==> config.mk <==
export PLATFORM = sky130hd
export DESIGN_NAME = mem_arbiter_flat
export DESIGN_NICKNAME = d
export VERILOG_FILES = /design/src/rtl/mem_arb_pkg.sv /design/src/rtl/mem_arbiter_if.sv /design/src/rtl/arb_starve_cnt.sv /design/src/rtl/mem_arbiter.sv /design/src/flat_wrapper.sv
export SDC_FILE = /design/constraint.sdc
export NUM_CORES = 1
export LEC_CHECK = 0
export ABC_AREA = 1
export CAP_MARGIN = 5
export CELL_PAD_IN_SITES_DETAIL_PLACEMENT = 1
export CELL_PAD_IN_SITES_GLOBAL_PLACEMENT = 2
export CORE_MARGIN = 8
export CORE_UTILIZATION = 10
export CTS_CLUSTER_DIAMETER = 80
export CTS_CLUSTER_SIZE = 20
export DETAILED_ROUTE_END_ITERATION = 10
export GPL_TIMING_DRIVEN = 0
export PLACE_DENSITY = 0.95
export REMOVE_ABC_BUFFERS = 1
export SLEW_MARGIN = 30
export SYNTH_ARGS = -nofsm -noshare
export SYNTH_HDL_FRONTEND = slang
export SYNTH_SLANG_ARGS = --single-unit
==> constraint.sdc <==
create_clock -name clk -period 0.8 [get_ports clk]
set_input_delay 0.08 -clock clk [delete_from_list [all_inputs] [get_ports clk]]
set_output_delay 0.08 -clock clk [all_outputs]
set_load 0.01 [all_outputs]
==> src/rtl/mem_arb_pkg.sv <==
// Shared types and defaults for the instruction/data memory arbiter.
package mem_arb_pkg;

    typedef enum logic [1:0] {
        NONE  = 2'd0,
        FETCH = 2'd1,
        DATA  = 2'd2
    } owner_e;

    localparam int unsigned STARVE_MAX_DEF = 4;

endpackage

==> src/rtl/mem_arbiter_if.sv <==
// Bus bundle between the fetch/data requesters, the arbiter and the single-port memory.
interface mem_arbiter_if #(
    parameter int unsigned ADDR_W = 32
);
    logic              if_req;
    logic [ADDR_W-1:0] if_addr;
    logic              if_gnt;
    logic              if_rvalid;
    logic [31:0]       if_rdata;

    logic              d_req;
    logic              d_we;
    logic [ADDR_W-1:0] d_addr;
    logic [31:0]       d_wdata;
    logic [3:0]        d_be;
    logic              d_gnt;
    logic              d_rvalid;
    logic [31:0]       d_rdata;

    logic              mem_en;
    logic              mem_we;
    logic [ADDR_W-1:0] mem_addr;
    logic [31:0]       mem_wdata;
    logic [3:0]        mem_be;
    logic [31:0]       mem_rdata;

    logic              busy;

    modport slave (
        input  if_req, if_addr, d_req, d_we, d_addr, d_wdata, d_be, mem_rdata,
        output if_gnt, if_rvalid, if_rdata, d_gnt, d_rvalid, d_rdata,
               mem_en, mem_we, mem_addr, mem_wdata, mem_be, busy
    );

    modport master (
        output if_req, if_addr, d_req, d_we, d_addr, d_wdata, d_be, mem_rdata,
        input  if_gnt, if_rvalid, if_rdata, d_gnt, d_rvalid, d_rdata,
               mem_en, mem_we, mem_addr, mem_wdata, mem_be, busy
    );
endinterface

==> src/rtl/arb_starve_cnt.sv <==
// Counts consecutive data grants taken while a fetch is waiting; flags when fetch must win.
module arb_starve_cnt #(
    parameter int unsigned STARVE_MAX = 4
) (
    input  logic clk,
    input  logic reset,
    input  logic if_req,
    input  logic if_gnt,
    input  logic d_gnt,
    output logic starve
);
    localparam int unsigned CW = $clog2(STARVE_MAX + 1);

    logic [CW-1:0] cnt;

    always_ff @(posedge clk) begin
        if (!reset) begin
            cnt <= '0;
        end else if (!if_req || if_gnt) begin
            cnt <= '0;
        end else if (d_gnt && (cnt != CW'(STARVE_MAX))) begin
            cnt <= cnt + CW'(1);
        end
    end

    assign starve = (cnt == CW'(STARVE_MAX));
endmodule

==> src/rtl/mem_arbiter.sv <==
// Two-requester single-port memory arbiter; data wins unless MEM_ARB_STARVE_EN
// is defined, in which case a fetch is forced through after STARVE_MAX data grants.
module mem_arbiter
    import mem_arb_pkg::*;
#(
    parameter int unsigned ADDR_W     = 32,
    parameter int unsigned STARVE_MAX = STARVE_MAX_DEF
) (
    input logic          clk,
    input logic          reset,
    mem_arbiter_if.slave bus
);
    if (STARVE_MAX < 1) begin : g_bad_starve_max
        $error("mem_arbiter: STARVE_MAX must be at least 1");
    end

    logic              fetch_pri;
    logic              d_win;
    logic              f_win;
    logic [ADDR_W-1:0] addr_mux;
    logic [31:0]       wdata_mux;
    logic [3:0]        be_mux;
    logic              we_mux;
    owner_e            owner;
    owner_e            owner_nxt;

`ifdef MEM_ARB_STARVE_EN
    arb_starve_cnt #(
        .STARVE_MAX(STARVE_MAX)
    ) u_starve_cnt (
        .clk    (clk),
        .reset  (reset),
        .if_req (bus.if_req),
        .if_gnt (f_win),
        .d_gnt  (d_win),
        .starve (fetch_pri)
    );
`else
    assign fetch_pri = 1'b0;
`endif

    always_comb begin
        d_win     = reset && bus.d_req && !(fetch_pri && bus.if_req);
        f_win     = reset && bus.if_req && !d_win;
        addr_mux  = '0;
        wdata_mux = '0;
        be_mux    = '0;
        we_mux    = 1'b0;
        owner_nxt = NONE;
        if (d_win) begin
            addr_mux  = bus.d_addr;
            wdata_mux = bus.d_wdata;
            be_mux    = bus.d_be;
            we_mux    = bus.d_we;
            owner_nxt = bus.d_we ? NONE : DATA;
        end else if (f_win) begin
            addr_mux  = bus.if_addr;
            be_mux    = '1;
            owner_nxt = FETCH;
        end
    end

    always_ff @(posedge clk) begin
        if (!reset) begin
            owner <= NONE;
        end else begin
            owner <= owner_nxt;
        end
    end

    assign bus.if_gnt    = f_win;
    assign bus.d_gnt     = d_win;
    assign bus.mem_en    = d_win || f_win;
    assign bus.mem_we    = we_mux;
    assign bus.mem_addr  = addr_mux;
    assign bus.mem_wdata = wdata_mux;
    assign bus.mem_be    = be_mux;

    // Response flags are masked by reset so nothing leaks out while it is held.
    assign bus.if_rvalid = reset && (owner == FETCH);
    assign bus.d_rvalid  = reset && (owner == DATA);
    assign bus.busy      = reset && (owner != NONE);
    assign bus.if_rdata  = bus.mem_rdata;
    assign bus.d_rdata   = bus.mem_rdata;
endmodule

==> src/flat_wrapper.sv <==
// flat-port wrapper written by rule: the top's interface ports become plain ports
module mem_arbiter_flat import mem_arb_pkg::*;
#(
    parameter int unsigned ADDR_W     = 32,
    parameter int unsigned STARVE_MAX = STARVE_MAX_DEF
)
  (clk, reset, bus_if_req, bus_if_addr, bus_d_req, bus_d_we, bus_d_addr, bus_d_wdata, bus_d_be, bus_mem_rdata, bus_if_gnt, bus_if_rvalid, bus_if_rdata, bus_d_gnt, bus_d_rvalid, bus_d_rdata, bus_mem_en, bus_mem_we, bus_mem_addr, bus_mem_wdata, bus_mem_be, bus_busy);
  mem_arbiter_if #(.ADDR_W(ADDR_W)) bus_i ();
  input logic clk;
  input logic reset;
  input wire logic [$bits(bus_i.if_req)-1:0] bus_if_req;
  input wire logic [$bits(bus_i.if_addr)-1:0] bus_if_addr;
  input wire logic [$bits(bus_i.d_req)-1:0] bus_d_req;
  input wire logic [$bits(bus_i.d_we)-1:0] bus_d_we;
  input wire logic [$bits(bus_i.d_addr)-1:0] bus_d_addr;
  input wire logic [$bits(bus_i.d_wdata)-1:0] bus_d_wdata;
  input wire logic [$bits(bus_i.d_be)-1:0] bus_d_be;
  input wire logic [$bits(bus_i.mem_rdata)-1:0] bus_mem_rdata;
  output wire logic [$bits(bus_i.if_gnt)-1:0] bus_if_gnt;
  output wire logic [$bits(bus_i.if_rvalid)-1:0] bus_if_rvalid;
  output wire logic [$bits(bus_i.if_rdata)-1:0] bus_if_rdata;
  output wire logic [$bits(bus_i.d_gnt)-1:0] bus_d_gnt;
  output wire logic [$bits(bus_i.d_rvalid)-1:0] bus_d_rvalid;
  output wire logic [$bits(bus_i.d_rdata)-1:0] bus_d_rdata;
  output wire logic [$bits(bus_i.mem_en)-1:0] bus_mem_en;
  output wire logic [$bits(bus_i.mem_we)-1:0] bus_mem_we;
  output wire logic [$bits(bus_i.mem_addr)-1:0] bus_mem_addr;
  output wire logic [$bits(bus_i.mem_wdata)-1:0] bus_mem_wdata;
  output wire logic [$bits(bus_i.mem_be)-1:0] bus_mem_be;
  output wire logic [$bits(bus_i.busy)-1:0] bus_busy;
  assign bus_i.if_req = bus_if_req;
  assign bus_i.if_addr = bus_if_addr;
  assign bus_i.d_req = bus_d_req;
  assign bus_i.d_we = bus_d_we;
  assign bus_i.d_addr = bus_d_addr;
  assign bus_i.d_wdata = bus_d_wdata;
  assign bus_i.d_be = bus_d_be;
  assign bus_i.mem_rdata = bus_mem_rdata;
  assign bus_if_gnt = bus_i.if_gnt;
  assign bus_if_rvalid = bus_i.if_rvalid;
  assign bus_if_rdata = bus_i.if_rdata;
  assign bus_d_gnt = bus_i.d_gnt;
  assign bus_d_rvalid = bus_i.d_rvalid;
  assign bus_d_rdata = bus_i.d_rdata;
  assign bus_mem_en = bus_i.mem_en;
  assign bus_mem_we = bus_i.mem_we;
  assign bus_mem_addr = bus_i.mem_addr;
  assign bus_mem_wdata = bus_i.mem_wdata;
  assign bus_mem_be = bus_i.mem_be;
  assign bus_busy = bus_i.busy;
  mem_arbiter #(.ADDR_W(ADDR_W), .STARVE_MAX(STARVE_MAX)) u_core (.clk(clk), .reset(reset), .bus(bus_i));
endmodule
==> results.yml <==
layout:
  fin_util_pct: 28.41
  finalNetCount: 543
  syn_to_final_growth_pct: 178.4
  top_register: "u_core.owner"
  largest_reg_flops: 2
  finalNonFillerCells: 584
  drive_gt1_share_pct: 56.93
  n_antenna_cell: 0
  largestRegisters: "u_core.owner (2)"
logic_synthesis:
  synth_edf_count: 0
  avgSynthCellArea_um2: 5.285
  synth_commonest_cells: "74 x nand2_1, 65 x buf_4, 38 x inv_1"
  synth_top_area_cell: "buf_4"
  synthTopCellsByArea: "buf_4 34%, nand2_1 20%, nand4_1 14%, inv_1 10%, nor2_1 9.0%"
  synth_xor_area_share_pct: 0
  synth_cell_types: 14
  synth_ff_type: "dfxtp_1"
  yosys.area.top_type_share_pct: 34.45
  syn_inst: 268
  syn_area_um2: 1416
  yosys.area_share.adder_pct: 0
  ys_ff_latch: 2
  async_flop_share_pct: 0
  synth.mux.area_fraction_pct: 0
  synth_top_family_by_area: "buffers and inverters"
  synthSimpleGateAreaFrac_pct: 44.61
  ys_warn_count: 0
  yosysMostFrequentCell: "nand2_1"
  synth-compound-area-share_pct: 0.3534
  ys_seq_area_share_pct: 2.827
clocking:
  clk_pin_slew_ns: 0.03
  htreeDepth: 1
  clock-sinks: 2
  cts_buffers: 3
  cts-root-buf: "clkbuf_16"
  clk_path_buf_depth: 2
  cts_tree: "done"
grt:
  grt_pass1_wl_um: 17710
  grt_start_max_net_pins: 35
  grt-ovfl-total: 0
  grt_pass1_vias: 2628
  antenna_found_initial: 0
  track_usage_pct: 13.19
routing:
  first_pass_iters: 4
  drcViolationCount: 0
  num_vias: 2300
  drt_iter0_markers: 38
  vias_per_cell: 3.938
  routed_wl_um: 12820
  postRouteAntennaNets: 0
  wl_per_cell_um: 21.95
critical_path:
  crit_chain: "nor3_2, buf_2"
  cp.required_ns: 0.72
  start_kind: "flop"
  critPathSlowestCell: "dfxtp_2"
  crit_type: "flop to primary output"
  critPathLaunch: "u_core.owner[1]"
  critical_path.endpoint: "bus_if_rvalid"
  max_stage_delay_ns: 0.32
  crit_arrival_ns: 0.90
  end_kind: "primary output"
  critPathMaxFanout: 2
floorplanning:
  rows: 43
  core_area_um2: 13880
  die-width_um: 135.0
  die-area_um2: 18230
  die_h_um: 135.0
  io_pins: 276
  initial_core_util_pct: 10.20
min_path:
  hp-start: "bus_mem_rdata[10]"
  hp-class: "input port to primary output"
sta:
  maxSlewViolCount: 0
  max_freq_mhz: 1025
  min_period_over_period_pct: 121.9
  tightest_slew_ns: 0.1807
  finalSetupViolations: 71
  rsz0062_at_grt: "yes"
  hold_violations: 0
  whs_ns: 0.1601
  fin_ws_ns: -0.1751
  relSlewSlack_pct: 87.96
  period_needed_ns: 0.9751
pwr:
  power_density_nw_per_um2: 690.2
  worst_ir_drop_vdd_mv: 0.3421
  leakage_nw: 2.163
run:
  cap_violations: 0
status:
  status: "finished with violations"
  violations: "setup timing"
placement:
  hpwl_um: 8760
  gp_congestion: 0.7156
  place.port_buffers: 179
  post-place-cells: 546
[per-stage QoR]
stage / TNS [ns] / power [mW] / worst slack [ns] / instance area, µm²
final: -3.596 / 2.722 / -0.1751 / 3944
after global routing: -6.106 / 2.872 / -0.2052 / 3944
after CTS: -4.564 / 2.519 / -0.1358 / 3450
after detailed placement: -101.72 / 1.464 / -1.636 / 2836
after global placement: -176.46 / 1.441 / -2.637 / 2846
after floorplan: -0.02386 / 0.4370 / -0.005964 / 829.5
[cells by family (layout without fill, tap and decap cells)]
| group | Yosys count | count (layout) |
|---|---|---|
| flip-flops | 2 | 2 |
| AND/OR/NAND/NOR | 144 | 145 |
| AO/OA/AOI/OAI | 1 | 1 |
| buffers and inverters | 121 | 256 |
[repair_timing]
item / 4_1_cts / 5_1_grt
hold buffers: 0 / 0
resized for setup: 576 / 115
buffers inserted: 22 / 4
pin swaps: 102 / 55
gates cloned: 9 / 1
endpoints found under the setup margin: 77 / 70
[worst max-delay path: cells and delay by family (launching register included)]
kind                   cells  cell delay [ns]
flip-flops                 1             0.32
AND/OR/NAND/NOR            1             0.19
buffers and inverters      1             0.16
[worst min path at each step]
| stage | end | slack [ns] | depth (start not counted) |
|---|---|---|---|
| 6_report | bus_if_rdata[10] | 0.16 | 0 |
| 5_1_grt | bus_if_rdata[10] | 0.16 | 0 |
| 4_1_cts | bus_d_rdata[10] | 0.16 | 0 |
| 3_5_place_dp | bus_d_rdata[10] | 0.16 | 0 |
| 3_3_place_gp | bus_d_rdata[10] | 0.16 | 0 |
| 2_1_floorplan | u_core.owner[1] | 0.15 | 1 |
[final cells by class]
cell class              count  area [µm²]
fillers                  1642        9937
repair buffers            207        2158
multi-input cells         146        1167
well taps                 180       225.2
inverters                  40       182.7
repair inverters            6       92.59
clock buffers               3       75.07
flip-flops and latches      2       42.54
[power by group]
group / internal (mW) / switching (mW) / leakage (nW) / total, mW
sequential: 0.106 / 0.00392 / 0.0172 / 0.110
combinational: 0.985 / 0.877 / 2.11 / 1.86
clock: 0.636 / 0.115 / 0.0370 / 0.751
[layout by cell type, fill, tap and decap left out, drive strengths merged]
cell type,count
buf,104
dlygate4sd2,85
nand2,76
inv,44
nor2,34
nand4,32
dlymetal6s2s,9
clkdlybuf4s50,7
clkbuf,4
nor3,2
clkinv,2
dfxtp,2
nand3,1
a21oi,1
bufbuf,1
[routing by layer]
layer	vias up	GRT usage, %	part of all wire (%)
li1	1036	-	-
met1	1073	15.40	40
met2	175	20.10	45
met3	14	8.024	13
met4	2	2.036	1.3
met5	-	4.082	0.60
Power figures use the tool's default switching activity.
